--- src/rtl/irq_pkg.sv ---
// Shared definitions for the interrupt request bank and the priority resolver.
package irq_pkg;
    localparam int   MAX_IRQ    = 32;
    localparam logic TRIG_EDGE  = 1'b0;
    localparam logic TRIG_LEVEL = 1'b1;

    // Index width for a channel count; a single-bit index is the floor.
    function automatic int idx_w(input int n);
        return (n < 2) ? 1 : $clog2(n);
    endfunction
endpackage

--- src/rtl/irq_priority_resolver.sv ---
// Rotating-priority find-first: the search starts at base and wraps modulo NUM_IRQ.
module irq_priority_resolver
    import irq_pkg::*;
#(
    parameter  int NUM_IRQ = 8,
    localparam int IDX_W   = idx_w(NUM_IRQ)
) (
    input  logic [NUM_IRQ-1:0] req,
    input  logic [IDX_W-1:0]   base,
    output logic               valid,
    output logic [IDX_W-1:0]   index
);
    logic [NUM_IRQ-1:0] rotated;
    int                 eff_base;
    int                 first;
    int                 winner;

    always_comb begin
        eff_base = (int'(base) >= NUM_IRQ) ? 0 : int'(base);
        rotated  = NUM_IRQ'({req, req} >> eff_base);
        valid    = |rotated;
        first    = 0;
        // Descending scan so the lowest rotated position is the one left standing.
        for (int j = NUM_IRQ - 1; j >= 0; j--) begin
            if (rotated[j]) first = j;
        end
        winner = eff_base + first;
        if (winner >= NUM_IRQ) winner = winner - NUM_IRQ;
        index = valid ? IDX_W'(winner) : '0;
    end
endmodule

--- src/rtl/interrupt_request_bank.sv ---
// Interrupt request register: synchronises request pins, captures them per channel in
// edge or level mode, clears on acknowledge and presents the winning unmasked request.
module interrupt_request_bank
    import irq_pkg::*;
#(
    parameter  int NUM_IRQ     = 8,
    parameter  int SYNC_STAGES = 2,
    localparam int IDX_W       = idx_w(NUM_IRQ)
) (
    input  logic               clk,
    input  logic               rst_n,
    input  logic [NUM_IRQ-1:0] Interrupt_Request_Pins,
    input  logic [NUM_IRQ-1:0] Trigger_Mode,
    input  logic [NUM_IRQ-1:0] Interrupt_Mask,
    input  logic [IDX_W-1:0]   Priority_Base,
    input  logic               Clear_Valid,
    input  logic [IDX_W-1:0]   Clear_Index,
    input  logic               Clear_All,
    output logic [NUM_IRQ-1:0] Interrupt_Request_Reg,
    output logic               Pending_Valid,
    output logic [IDX_W-1:0]   Pending_Index
);
    logic [NUM_IRQ-1:0] sync_pin;
    logic [NUM_IRQ-1:0] prev_pin;
    logic [NUM_IRQ-1:0] rise;
    logic [NUM_IRQ-1:0] irr_next;

    for (genvar i = 0; i < NUM_IRQ; i++) begin : g_sync
        logic [SYNC_STAGES-1:0] chain;
        always_ff @(posedge clk or negedge rst_n) begin
            if (!rst_n) chain <= '0;
            else        chain <= {chain[SYNC_STAGES-2:0], Interrupt_Request_Pins[i]};
        end
        assign sync_pin[i] = chain[SYNC_STAGES-1];
    end

    assign rise = sync_pin & ~prev_pin;

    // An edge request outranks a same-cycle acknowledge so it is not lost; a level
    // channel honours the acknowledge for one cycle and recaptures from the pin next.
    always_comb begin
        irr_next = '0;
        for (int i = 0; i < NUM_IRQ; i++) begin
            logic hit;
            hit = Clear_Valid && (int'(Clear_Index) == i);
            if (Trigger_Mode[i] == TRIG_LEVEL)
                irr_next[i] = sync_pin[i] & ~hit;
            else
                irr_next[i] = rise[i] | (Interrupt_Request_Reg[i] & ~hit);
        end
        if (Clear_All) irr_next = '0;
    end

    // Edge history keeps tracking the pin through Clear_All and mode changes.
    always_ff @(posedge clk or negedge rst_n) begin
        if (!rst_n) begin
            prev_pin              <= '0;
            Interrupt_Request_Reg <= '0;
        end else begin
            prev_pin              <= sync_pin;
            Interrupt_Request_Reg <= irr_next;
        end
    end

    irq_priority_resolver #(.NUM_IRQ(NUM_IRQ)) u_resolver (
        .req   (Interrupt_Request_Reg & ~Interrupt_Mask),
        .base  (Priority_Base),
        .valid (Pending_Valid),
        .index (Pending_Index)
    );
endmodule

--- config.mk ---
export PLATFORM = sky130hd
export DESIGN_NAME = interrupt_request_bank
export DESIGN_NICKNAME = d
export VERILOG_FILES = /design/src/rtl/irq_pkg.sv /design/src/rtl/irq_priority_resolver.sv /design/src/rtl/interrupt_request_bank.sv
export SDC_FILE = /design/constraint.sdc
export NUM_CORES = 1
export LEC_CHECK = 0
export CAP_MARGIN = 10
export CORE_UTILIZATION = 50
export CTS_CLUSTER_SIZE = 20
export DETAILED_ROUTE_END_ITERATION = 7
export DONT_BUFFER_PORTS = 1
export PLACE_DENSITY = 0.68
export SETUP_SLACK_MARGIN = 0.2
export SYNTH_ARGS = -nofsm -noshare
export SYNTH_HDL_FRONTEND = slang
export SYNTH_HIERARCHICAL = 1
export SYNTH_SLANG_ARGS = --single-unit
--- constraint.sdc ---
create_clock -name clk -period 2.9 [get_ports clk]
set_clock_uncertainty 0.1 [all_clocks]
set_input_delay 0.435 -clock clk [delete_from_list [all_inputs] [get_ports clk]]
set_output_delay 0.435 -clock clk [all_outputs]
set_load 0.01 [all_outputs]
==> results by group <==
Route
  • DR DRC count: 0
  • Routed WL: about 4000 um
  • Via density: around 5.8
  • Post-DRT Antenna Nets: 0
  • Drt pass-1 iters: 5
  • Drt first-iter violations: 56
  • Wire per inst: roughly 17 um
  • Via count: around 1,300

Synthesis
  • Mapped Cells: 153
  • Yosys Warn Count: 6
  • Post-synth EDFFs: 0
  • Async S/R FF share, synth: 1.00
  • Yosys reg bits: 32
  • Syn nets: roughly 190
  • Avg Inst Size Synth: 11.4 um2
  • Sequential-to-total area share from yosys stat: 0.458
  • Top FF cell, synth: dfrtp_1
  • Netlist cell types: 44
  • Synth Cell Area: between 1500 and 2000 um2

Outcome
  • Status: finished with violations
  • Failing checks: negative setup slack

Finish
  • Register area: 801 um2
  • Ant diodes: 0
  • Nets: roughly 220
  • Multi-input gate area: ~1000 um2
  • Commonest non-fill, non-tap cell in the layout: dfrtp_1
  • # fillers: ~260
  • Layout cells sized above 1: 0.380
  • Area Growth Syn to Fin: 29.3%
  • Final instance area: between 2000 and 2500 um2
  • Commonest cells after routing, fill and taps aside: 32 x dfrtp_1, 24 x buf_4, 10 x a21oi_1

Floorplanning
  • Die width: 61.1 um
  • Core Area: ~3300 um2
  • Std cell rows: 21
  • Starting Density: 0.524
  • Die height: between 60 and 70 um
  • Die Area: ~3700 um2
  • Top Ports: 46

STA
  • Max_slew headroom: 0.768
  • Minimum clock period: around 3.4 ns
  • Final Setup Violations: 2
  • Final Max Slew Viols: 0
  • Period utilisation layout: 1.16
  • Worst setup margin: -0.455 ns
  • Final Hold Fails: 0
  • Worst-margin pin slew: approximately 0.34 ns
  • F_max: 298 MHz
  • RSZ-0062 raised after global routing: true

Clock network
  • Clk slew on worst S/H paths: about 0.10 ns
  • Clock Tree Buf Depth: 2
  • # H-tree levels: 2
  • CTS Sinks: 32
  • Clk root buf: clkbuf_4
  • Clk_lat worst skew: 0.33 ns
  • CTS tree: done
  • TritonCTS buffer count: 5

Placement
  • Dpl hpwl: roughly 3000 um
  • Worst slack, placed: -0.284 ns
  • Input/output buffers: 0
  • GPL Wtd Cong: between 0.8 and 0.9
  • Dpl cell area: between 1500 and 2000 um2

Global route
  • Total grt overflow: 0
  • Vias in the first global route: about 1,300
  • Initial antenna violation count: 0
  • Overall Global Routing Usage: 0.233
  • Pin count of the biggest net entering global routing: 33
  • Layer with the highest usage: met2
  • First-pass GRT wire length: around 6200 um
  • M3 GR Usage: 0.0525
  • GR met2 Demand/Resource: 0.398
  • Global Route met1 Usage: 0.278

Critical path
  • R2R setup slack: between 1.5 and 2 ns
  • Top Family by Delay on Critical Path: compound AO/OA/AOI/OAI gates
  • Worst Path Arrival: between 2 and 3 ns
  • Crit path from: Interrupt_Request_Reg[1]$_DFF_PN0_
  • Startpoint types: flop
  • CP max FO: 4
  • Critical Path RT: around 2.4 ns
  • R2R depth: 5
  • CP max stage delay: about 0.46 ns
  • Crit-path slowest cell: mux4_2
  • Critical Path Most Common Cell: inv_1
  • Reg-to-reg startpoint: Interrupt_Request_Reg[2]$_DFF_PN0_
  • CP cell instances: nor2b_2 > mux4_2 > nor2_2 > o2111ai_1 > a32o_1 > o21ai_2 > ha_1 > inv_1 > fa_2 > inv_1 > o221a_2 > a31o_1
  • Worst Setup End Kind: primary output
  • WS Path Type: reg2out
  • Worst Path Buf+Inv: 2
  • R2r endpoint: Interrupt_Request_Reg[2]$_DFF_PN0_

Job
  • MaxCap Viol Count: 0

Min path
  • Worst hold path startpoint: Interrupt_Request_Pins[3]
  • Hold Path Cell Cnt: 0
  • Hold Path Sink: g_sync[3].chain[0]$_DFF_PN0_
  • Hold crit path type: in2reg

Power and ir drop
  • Largest vdd supply drop: just over 0.5 mV
  • P_leak: 0.973 nW
  • Power Dens Cells: a little under 500 nW/um2
area by class of cell:
cell class	count	share of cell area
inverter	7	0.0116
multi-input combinational	109	0.449
clock inverter	1	0.0133
sequential	32	0.354
clock buffer	7	0.0288
tap	46	0.0255
timing repair buffer	31	0.117
where the power goes:
part | switching, W | internal, W
clock network | 0.000140 | 0.000229
logic | 0.000121 | 0.000136
registers | 0.0000110 | 0.000471
per-layer routing:
layer | vias to the layer above | part of all wire
li1 | 639 | -
met1 | 654 | 0.39
met2 | 37 | 0.53
met3 | 12 | 0.043
met4 | 0 | 0.032
met5 | - | 0
cells in the mapped netlist, drive strengths merged, types with 2 or more instances:
cell      n  area share
a32o      2       0.011
a31oi     2      0.0072
nor2      5       0.011
or3b     11       0.055
o31ai     2      0.0086
nor2b    10       0.036
nand2     9       0.019
a21o      2      0.0086
buf       5       0.026
or2b      6       0.026
inv       6       0.013
o2111ai   2       0.010
mux4      3       0.039
o221ai    6       0.030
mux2i     9       0.054
mux2      7       0.045
o21ai     3       0.011
dfrtp    32        0.46
nand3b    2      0.0086
nand2b    3       0.011
a21oi    10       0.029
flip-flops by register name (all words and copies together) (netlist names):
signal,count
Interrupt_Request_Reg,8
prev_pin,8
g_sync.chain,16
what timing repair did:
action                                  in CTS  in global routing
endpoints found under the setup margin       4                  4
hold endpoints to repair                    32                  1
pin swaps                                    6                  0
buffers inserted                             3                  1
resized for setup                           29                  3
hold buffers                                 2                  1
cells by family (layout without fill, tap and decap cells):
family,count (synthesis),in the layout,synth area share
simple gates,50,50,0.183
compound gates,37,37,0.157
flops,32,32,0.458
mux,19,19,0.137
buf+inv,12,46,0.0415
fa+ha+maj,2,2,0.0186
xor+xnor,1,1,0.00501
worst max path at each step:
stage	depth (start not counted)	slack, ns	to
4_1_cts	12	-0.46	Pending_Index[2]
3_5_place_dp	11	-0.28	Pending_Index[2]
3_3_place_gp	11	-0.21	Pending_Index[2]
5_1_grt	12	-0.57	Pending_Index[2]
2_1_floorplan	13	-0.1	Pending_Index[2]
6_report	12	-0.46	Pending_Index[2]
per-stage QoR:
| stage | hold WS (ns) | setup TNS, ns | total power, W | instances | util |
|---|---|---|---|---|---|
| 2_1_floorplan | 0.0394 | -0.0964 | 0.000642 | 153 | - |
| 3_3_place_gp | 0.0402 | -0.310 | 0.000684 | 218 | 0.587 |
| 3_5_place_dp | 0.0405 | -0.437 | 0.000690 | 218 | 0.587 |
| 4_1_cts | 0.00767 | -0.792 | 0.00111 | 231 | 0.669 |
| 5_1_grt | 0.00410 | -1.03 | 0.00116 | 233 | 0.677 |
| 6_report | 0.0286 | -0.789 | 0.00111 | 233 | 0.677 |
No activity file was read; power rests on OpenSTA's default activity.
